$ cat config.mk
export PLATFORM = sky130hd
export DESIGN_NAME = opt_dist_seq
export DESIGN_NICKNAME = d
export VERILOG_FILES = /design/src/rtl/replica_pkg.sv /design/src/rtl/opt_dist_seq.sv
export SDC_FILE = /design/constraint.sdc
export NUM_CORES = 1
export LEC_CHECK = 0
export BUFFER_PORTS_ARGS = -buffer_cell sky130_fd_sc_hd__buf_2
export CAP_MARGIN = 10
export CORE_MARGIN = 2
export CORE_UTILIZATION = 30
export DETAILED_ROUTE_END_ITERATION = 12
export GPL_TIMING_DRIVEN = 0
export PLACE_DENSITY_LB_ADDON = 0.12
export SLEW_MARGIN = 20
export SYNTH_ARGS = -nofsm -noshare
export SYNTH_HDL_FRONTEND = slang
export SYNTH_SLANG_ARGS = --single-unit
$ cat constraint.sdc
create_clock -name clk -period 3.45 [get_ports clk]
set_input_delay 1.035 -clock clk [delete_from_list [all_inputs] [get_ports clk]]
set_output_delay 1.035 -clock clk [all_outputs]
set_load 0.03 [all_outputs]
$ cat src/rtl/replica_pkg.sv
// Shared types for the 2-opt / or-opt replica datapath: opt requests,
// distance-unit commands and beat-count constants.
package replica_pkg;

    localparam int city_num      = 30;
    localparam int opt_beats_two = 5;
    localparam int opt_beats_or  = 7;

    typedef enum logic [1:0] {
        TWO = 2'd0,
        OR0 = 2'd1,
        OR1 = 2'd2,
        THR = 2'd3
    } opt_command;

    typedef struct packed {
        opt_command command;
        logic [6:0] k;
        logic [6:0] l;
    } opt_t;

    typedef enum logic [2:0] {
        KN = 3'd0,
        KM = 3'd1,
        KP = 3'd2,
        LN = 3'd3,
        LM = 3'd4,
        LP = 3'd5
    } distance_select_t;

    typedef enum logic [1:0] {
        DNOP = 2'd0,
        ZERO = 2'd1,
        MNS  = 2'd2,
        PLS  = 2'd3
    } distance_op_t;

    typedef struct packed {
        distance_select_t sel;
        distance_op_t     op;
    } distance_command_t;

endpackage

$ cat src/rtl/opt_dist_seq.sv
// Expands one accepted opt request into the sequence of distance-unit beats
// (edge terms to subtract/add) that evaluate the tour-length delta.
module opt_dist_seq #(
    parameter int city_num = replica_pkg::city_num
) (
    input  logic                          clk,
    input  logic                          reset,
    input  logic                          in_valid,
    output logic                          in_ready,
    input  replica_pkg::opt_t             in_opt,
    output logic                          out_valid,
    input  logic                          out_ready,
    output replica_pkg::distance_command_t out_cmd,
    output logic [6:0]                    out_pos_a,
    output logic [6:0]                    out_pos_b,
    output logic                          out_last,
    output logic                          out_err
);

    localparam logic [6:0] LAST_POS     = 7'(city_num - 1);
    localparam logic [2:0] BEATS_TWO_M1 = 3'(replica_pkg::opt_beats_two - 1);
    localparam logic [2:0] BEATS_OR_M1  = 3'(replica_pkg::opt_beats_or - 1);

    typedef enum logic {S_IDLE, S_RUN} state_t;

    state_t                  state_q, state_d;
    logic [2:0]              cnt_q, cnt_d;
    replica_pkg::opt_command cmd_q, cmd_d;
    logic [6:0]              k_q, k_d, l_q, l_d;
    logic [6:0]              km_q, km_d, kn_q, kn_d, ln_q, ln_d;
    logic                    err_q, err_d;

    logic                    run, fire, accept, is_last;
    logic [2:0]              last_idx;
    replica_pkg::distance_select_t beat_sel;
    replica_pkg::distance_op_t     beat_op;
    logic [6:0]              beat_a, beat_b;

    function automatic logic [6:0] pos_inc(input logic [6:0] p);
        return (p == LAST_POS) ? 7'd0 : p + 7'd1;
    endfunction

    function automatic logic [6:0] pos_dec(input logic [6:0] p);
        return (p == 7'd0) ? LAST_POS : p - 7'd1;
    endfunction

    // Handshake and next-state logic; a new opt may be taken on the same
    // edge that consumes the final beat of the current one.
    always_comb begin
        run = (state_q == S_RUN);
        if (err_q)
            last_idx = 3'd0;
        else if (cmd_q == replica_pkg::TWO)
            last_idx = BEATS_TWO_M1;
        else
            last_idx = BEATS_OR_M1;
        is_last  = (cnt_q == last_idx);
        fire     = run && out_ready;
        in_ready = !reset && (!run || (fire && is_last));
        accept   = in_valid && in_ready;

        state_d = state_q;
        cnt_d   = cnt_q;
        cmd_d   = cmd_q;
        k_d     = k_q;
        l_d     = l_q;
        km_d    = km_q;
        kn_d    = kn_q;
        ln_d    = ln_q;
        err_d   = err_q;

        if (accept) begin
            state_d = S_RUN;
            cnt_d   = 3'd0;
            cmd_d   = in_opt.command;
            k_d     = in_opt.k;
            l_d     = in_opt.l;
            km_d    = pos_dec(in_opt.k);
            kn_d    = pos_inc(in_opt.k);
            ln_d    = pos_inc(in_opt.l);
            err_d   = (in_opt.command == replica_pkg::THR) ||
                      (in_opt.k > LAST_POS) || (in_opt.l > LAST_POS);
        end else if (fire) begin
            if (is_last) begin
                state_d = S_IDLE;
                cnt_d   = 3'd0;
            end else begin
                cnt_d = cnt_q + 3'd1;
            end
        end
    end

    // Beat table: one edge term per {command, beat index}.
    always_comb begin
        beat_sel = replica_pkg::KN;
        beat_op  = replica_pkg::DNOP;
        beat_a   = 7'd0;
        beat_b   = 7'd0;
        if (err_q) begin
            beat_op = replica_pkg::ZERO;
        end else begin
            case ({cmd_q, cnt_q})
                {replica_pkg::TWO, 3'd0},
                {replica_pkg::OR0, 3'd0},
                {replica_pkg::OR1, 3'd0}: begin
                    beat_op = replica_pkg::ZERO;
                end
                {replica_pkg::TWO, 3'd1}: begin
                    beat_sel = replica_pkg::KN; beat_op = replica_pkg::MNS;
                    beat_a   = k_q;             beat_b  = kn_q;
                end
                {replica_pkg::TWO, 3'd2}: begin
                    beat_sel = replica_pkg::LN; beat_op = replica_pkg::MNS;
                    beat_a   = l_q;             beat_b  = ln_q;
                end
                {replica_pkg::TWO, 3'd3}: begin
                    beat_sel = replica_pkg::LM; beat_op = replica_pkg::PLS;
                    beat_a   = k_q;             beat_b  = l_q;
                end
                {replica_pkg::TWO, 3'd4}: begin
                    beat_sel = replica_pkg::LP; beat_op = replica_pkg::PLS;
                    beat_a   = kn_q;            beat_b  = ln_q;
                end
                {replica_pkg::OR0, 3'd1},
                {replica_pkg::OR1, 3'd1}: begin
                    beat_sel = replica_pkg::KM; beat_op = replica_pkg::MNS;
                    beat_a   = km_q;            beat_b  = k_q;
                end
                {replica_pkg::OR0, 3'd2},
                {replica_pkg::OR1, 3'd2}: begin
                    beat_sel = replica_pkg::KN; beat_op = replica_pkg::MNS;
                    beat_a   = k_q;             beat_b  = kn_q;
                end
                {replica_pkg::OR0, 3'd3},
                {replica_pkg::OR1, 3'd3}: begin
                    beat_sel = replica_pkg::LN; beat_op = replica_pkg::MNS;
                    beat_a   = l_q;             beat_b  = ln_q;
                end
                {replica_pkg::OR0, 3'd4},
                {replica_pkg::OR1, 3'd4}: begin
                    beat_sel = replica_pkg::KP; beat_op = replica_pkg::PLS;
                    beat_a   = km_q;            beat_b  = kn_q;
                end
                {replica_pkg::OR0, 3'd5},
                {replica_pkg::OR1, 3'd5}: begin
                    beat_sel = replica_pkg::LM; beat_op = replica_pkg::PLS;
                    beat_a   = l_q;             beat_b  = k_q;
                end
                {replica_pkg::OR0, 3'd6},
                {replica_pkg::OR1, 3'd6}: begin
                    beat_sel = replica_pkg::LP; beat_op = replica_pkg::PLS;
                    beat_a   = k_q;             beat_b  = ln_q;
                end
                default: begin
                    beat_sel = replica_pkg::KN;
                    beat_op  = replica_pkg::DNOP;
                end
            endcase
        end
    end

    // Outputs are forced to their idle values outside RUN and during reset.
    always_comb begin
        out_valid   = run && !reset;
        out_cmd.sel = replica_pkg::KN;
        out_cmd.op  = replica_pkg::DNOP;
        out_pos_a   = 7'd0;
        out_pos_b   = 7'd0;
        out_last    = 1'b0;
        out_err     = 1'b0;
        if (out_valid) begin
            out_cmd.sel = beat_sel;
            out_cmd.op  = beat_op;
            out_pos_a   = beat_a;
            out_pos_b   = beat_b;
            out_last    = is_last;
            out_err     = is_last && err_q;
        end
    end

    always_ff @(posedge clk) begin
        if (reset) begin
            state_q <= S_IDLE;
            cnt_q   <= 3'd0;
        end else begin
            state_q <= state_d;
            cnt_q   <= cnt_d;
        end
    end

    // Opt operands only matter in RUN, which always begins with a capture.
    always_ff @(posedge clk) begin
        cmd_q <= cmd_d;
        k_q   <= k_d;
        l_q   <= l_d;
        km_q  <= km_d;
        kn_q  <= kn_d;
        ln_q  <= ln_d;
        err_q <= err_d;
    end

endmodule

==> metrics, run 1 <==
gr usage total=15.8%; Setup TNS Final=0 ps; Final HPWL DP=5260 µm; crit share post-route=99.0%; number of diodes=0; post-synthesis sequential area ratio=47.5%; P_leak=0.00117 µW; post-layout min period=3420 ps; Max Fanout on Critical Path=10; crit path cell chain=buf_2, nand2b_2, nor2_2, o41ai_4, buf_6, a21oi_1, buf_2; Max Freq=0.293 GHz; area leader, netlist=edfxtp_1; DR pass1 iterations=5; commonest non-fill, non-tap cells in the layout=buf_2, edfxtp_1, nor2_1, a21oi_1, nand3_1; worst skew pair latency=290 ps; P&R area growth vs syn=24.9%; remaining routing DRC violations=0; Buf/Inv on CP=3; most common cell after layout, fill and taps aside=buf_2; CTS tree=yes; clock sinks=42; first-pass GRT wire length=11000 µm; dpl cells=401; final std cells w/o fill=412; crit-path max cell delay=270 ps; CTS Buf Count=5; drt via density=5.41; Slew Limit Headroom=48.6%; Async S/R FF share, synth=0%; Worst-Margin Slew=768 ps; CP Class=input port to output port; core area=8260 µm²; dpl cell area=2940 µm²; R2R Setup Slk=500 ps; Synth Instances=252; fraction of layout cells with a size suffix above 1=28.3%; required time worst endpoint=2410 ps; drt initial violations=224; clock root cell=clkbuf_8; GRT Residual Overflow=0; Synth area leaders=edfxtp_1, a222oi_1, ha_1; Hold Path Class=register to register; clock skew=9.53 ps; WL/cell=17.2 µm; Die ar.=9330 µm²; Synth Warn #=0; Worst Hold Slack=535 ps; Port-buffer cells=42; Final Max Slew Viols=0; maximum VDD drop=0.000190 V; delay-heaviest family, CP=buffers and inverters; PD cells=345 nW/µm²; Netlist cell types=44; Post-Syn Area=2570 µm²; Worst setup EP type=output port; Final setup viols=0; row count=33; Nets=336; CP arrival=2380 ps; DIE HEIGHT=96.6 µm; vias in the first global route=2123; Most used DFF post-synth=edfxtp_1; Hold Vio Cnt, Final=0; routability cong.=0.774; fin worst setup slack=34.6 ps; FF+latch count, synth=42; H-tree Lvls=2; Routed Antenna Nets=0; Max Root-Sink Buffers=2; total of max-cap violations=0; Starting Density=31.1%; Die Wd=96.6 µm; worst slack, placed=-127 ps; post-synth top area share=44.4%; initial antenna violation count=0; clock transition at the registers of the reported paths=80 ps; CP max-delay cell=nand2b_2; post-synthesis net count=282; status=finished, final reports clean; Most common cell on crit path=buf_2; largest net degree at the start of global routing=16; total detailed-routing wirelength=7090 µm; hold buffer count at CTS=0; Avg Synthesized Cell Area=10.2 µm²; I/O pin cnt=43; cell area after layout=3210 µm²; Worst Setup Start Kind=input port; Fillers=842; EDFF count, synth=38; Vias=2229
[registers in the layout, summed over array words and instances (netlist names)]
register,flops
km_q,7
cnt_q,3
kn_q,7
cmd_q,2
run,1
err_q,1
ln_q,7
l_q,7
k_q,7
[worst min-delay path, delay by kind of cell, from the launching register on]
kind / cells / cell delay (ps)
flops: 1 / 380
simple gates: 1 / 60
compound gates: 1 / 50
[per-layer routing]
layer  part of all wire [%]  track usage, %  vias to the layer above  routed length, µm
li1                       -               -                     1067                  -
met1                     44            20.8                     1075               3120
met5                      0               0                        -                  0
met4                    2.0            6.10                        0                142
met3                    5.3            2.72                       12                374
met2                     49            26.1                       75               3460
[final timing paths]
path                       end  cells after the start      from
hold / removal        cnt_q[0]                      2  cnt_q[0]
setup reg to reg        k_q[4]                      6  cmd_q[0]
setup / recovery  out_pos_b[4]                      7     reset
hold reg to reg       cnt_q[0]                      2  cnt_q[0]
[report_power, final]
group          internal, µW  total (µW)  switching [µW]
combinational          45.5         124            78.0
clock                   213         390             177
sequential              581         594            12.8
[area by class of cell]
| type | count | area [µm²] | share of cell area [%] |
|---|---|---|---|
| multi-input cells | 187 | 1360 | 42.5 |
| flip-flops and latches | 42 | 1230 | 38.2 |
| repair buffers | 48 | 263 | 8.18 |
| well taps | 105 | 131 | 4.09 |
| plain buffers | 10 | 72.6 | 2.26 |
| clock buffers | 5 | 68.8 | 2.14 |
| inverters | 12 | 45.0 | 1.40 |
| clock inverters | 3 | 40.0 | 1.25 |
[stage by stage]
step / power, µW / util, %
floorplan: 671 / -
global placement: 721 / 35.4
detailed placement: 723 / 35.6
CTS: 1110 / 37.7
global route: 1150 / 38.9
finish: 1110 / 38.9
[cell families after synthesis]
family,count (synthesis),share of synthesized area [%]
DFF,42,47.5
and+or+nand+nor,94,17.5
AOI/OAI and AO/OA,65,19.2
xor gates and xnor gates,14,4.77
muxes,4,1.56
adders and majority gates,10,4.87
buffers and inverters,23,4.67
[cells in the mapped netlist, types with 2 or more instances]
cell and instances:
a211oi_1 2, a211oi_2 2, a21boi_0 2, a21o_1 2, a21oi_1 23, a222oi_1 14
a31oi_1 2, and3_1 6, buf_6 4, clkbuf_1 6, dfxtp_1 4, edfxtp_1 38
ha_1 10, inv_1 12, mux2i_1 4, nand2_1 18, nand2b_1 4, nand3_1 19
nand3b_1 2, nand4_1 2, nor2_1 30, nor2b_1 2, nor3_1 6, o21ai_0 5
o2bb2ai_1 2, xnor2_1 7, xor2_1 7
[timing repair]
action                     4_1_cts  5_1_grt
setup endpoints to repair       18       17
buffers inserted                 2        2
cloned                           0        0
pin swaps                        1        4
gates resized for setup         10       18
(Power assumes the default switching activity.)
==> inputs of run 2 (changes only) <==
- GPL_ROUTABILITY_DRIVEN: default -> 0
- PLACE_DENSITY: default -> 0.51
- PLACE_DENSITY_LB_ADDON: 0.12 -> default
==> metrics, run 2 (synthesis results as in run 1) <==
total power=1040 µW (-5.7%); DIE HEIGHT=96.6 µm (unchanged); H-tree Lvls=2 (unchanged); Nets=336 (unchanged); required time worst endpoint=2410 ps (about the same); Worst setup EP type=output port; maximum VDD drop=0.000274 V (+45%); I/O pin cnt=43 (unchanged); clock skew=10.1 ps (+0.543 ps); Hold Vio Cnt, Final=0 (unchanged); layer with the highest usage=met2; PD cells=328 nW/µm² (-4.9%); clock sinks=42 (unchanged); Starting Density=31.1% (unchanged); RSZ-0062 raised after global routing=no; drt via density=5.25 (-2.9%); CTS tree=yes; Vias=2165 (-2.9%); Final setup viols=0 (unchanged); Max Fanout on Critical Path=7 (-3); total detailed-routing wirelength=6630 µm (-6.6%); P&R area growth vs syn=23.8%; clock transition at the registers of the reported paths=80 ps (about the same); clock root cell=clkbuf_8; Die ar.=9330 µm² (unchanged); worst skew pair latency=290 ps (about the same); Routed Antenna Nets=0 (unchanged); most common cell after layout, fill and taps aside=buf_2; initial antenna violation count=0 (unchanged); GR Layer Usage met2=25.2% (-0.93 points); CTS Buf Count=5 (unchanged); core area=8260 µm² (unchanged); CP Class=input port to output port; first-pass GRT wire length=10700 µm (-2.3%); hold_sp=cnt_q[0]; Slew Limit Headroom=49.6% (+0.96 points); remaining routing DRC violations=0 (unchanged); CP arrival=2350 ps (-30 ps); dpl cell area=2950 µm² (+0.26%); status=finished, final reports clean; Setup TNS Final=0 ps (unchanged); gr usage total=14.9% (-0.90 points); Final Max Slew Viols=0 (unchanged); Final HPWL DP=5130 µm (-2.5%); worst setup path start=reset; row count=33 (unchanged); met3 usage=2.09% (-0.62 points); post-layout min period=3390 ps (-27.6 ps); Hold Path Class=register to register; P_leak=0.00115 µW (-1.3%); DR pass1 iterations=8 (+3); drt initial violations=194 (-13%); GRT Residual Overflow=0 (unchanged); Max Root-Sink Buffers=2 (unchanged); RR Startpoint=cmd_q[0]; Worst-Margin Slew=754 ps (-14.3 ps); Worst Setup Start Kind=input port; WL/cell=16.1 µm (-6.6%); Port-buffer cells=42 (unchanged); vias in the first global route=2111 (-0.57%); commonest non-fill, non-tap cells in the layout=buf_2, edfxtp_1, nor2_1, a21oi_1, nand3_1; met1 global-route usage=20.7% (-0.15 points); Die Wd=96.6 µm (unchanged); largest net degree at the start of global routing=16 (unchanged); number of diodes=0 (unchanged); Max Freq=0.295 GHz (+0.81%); cell area after layout=3180 µm² (-0.82%); total of max-cap violations=0 (unchanged); crit share post-route=98.2% (-0.80 points); fraction of layout cells with a size suffix above 1=28.0% (-0.33 points)
[run 2: worst paths after layout]
kind	end	slack [ps]	cells past startpoint
hold / removal	cnt_q[0]	540	2
hold reg to reg	cnt_q[0]	540	2
setup reg to reg	km_q[1]	550	6
setup / recovery	out_pos_b[2]	60	7
[run 2: final cells by class]
type	instances	area (µm²)
well taps	105	131
plain buffers	10	72.6
flip-flops and latches	42	1220
clock inverters	2	12.5
clock buffers	6	82.6
repair buffers	48	270
inverters	12	45.0
fillers	850	5070
multi-input cells	187	1350
[run 2: timing repair]
item,in CTS,in global routing
pin swaps,1,2
gates resized for setup,8,17
cloned,0,0
setup endpoints to repair,16,16
buffers inserted,1,3
hold buffers,0,0
[run 2: worst max-delay path, stage by stage]
cell	delay, ps
buf_2	130
nand2b_2	260
nor2_2	180
o41ai_4	110
buf_4	180
a21oi_1	210
buf_2	250
[run 2: metal layers]
metal  vias to the layer above  wire length, µm
met5                         -                0
met4                         0               44
met3                         4              297
met2                        67             3230
met1                      1030             3050
li1                       1064                -
[run 2: per-stage QoR]
step / cells / hold slack [ps] / setup slack, ps / util (%)
after detailed placement: 401 / 555 / -112 / 35.7
after global placement: 399 / 554 / -91.6 / 35.4
after global routing: 412 / 568 / 3.92 / 38.6
final: 412 / 542 / 62.2 / 38.6
after floorplan: 252 / 503 / 172 / -
after CTS: 409 / 542 / 39.6 / 37.4
[run 2: where the power goes]
group / total (µW) / switching [µW] / internal (µW) / leakage, µW
Combinational: 127 / 77.5 / 49.5 / 0.000719
Clock: 323 / 162 / 161 / 0.0000472
Sequential: 595 / 12.6 / 582 / 0.000386
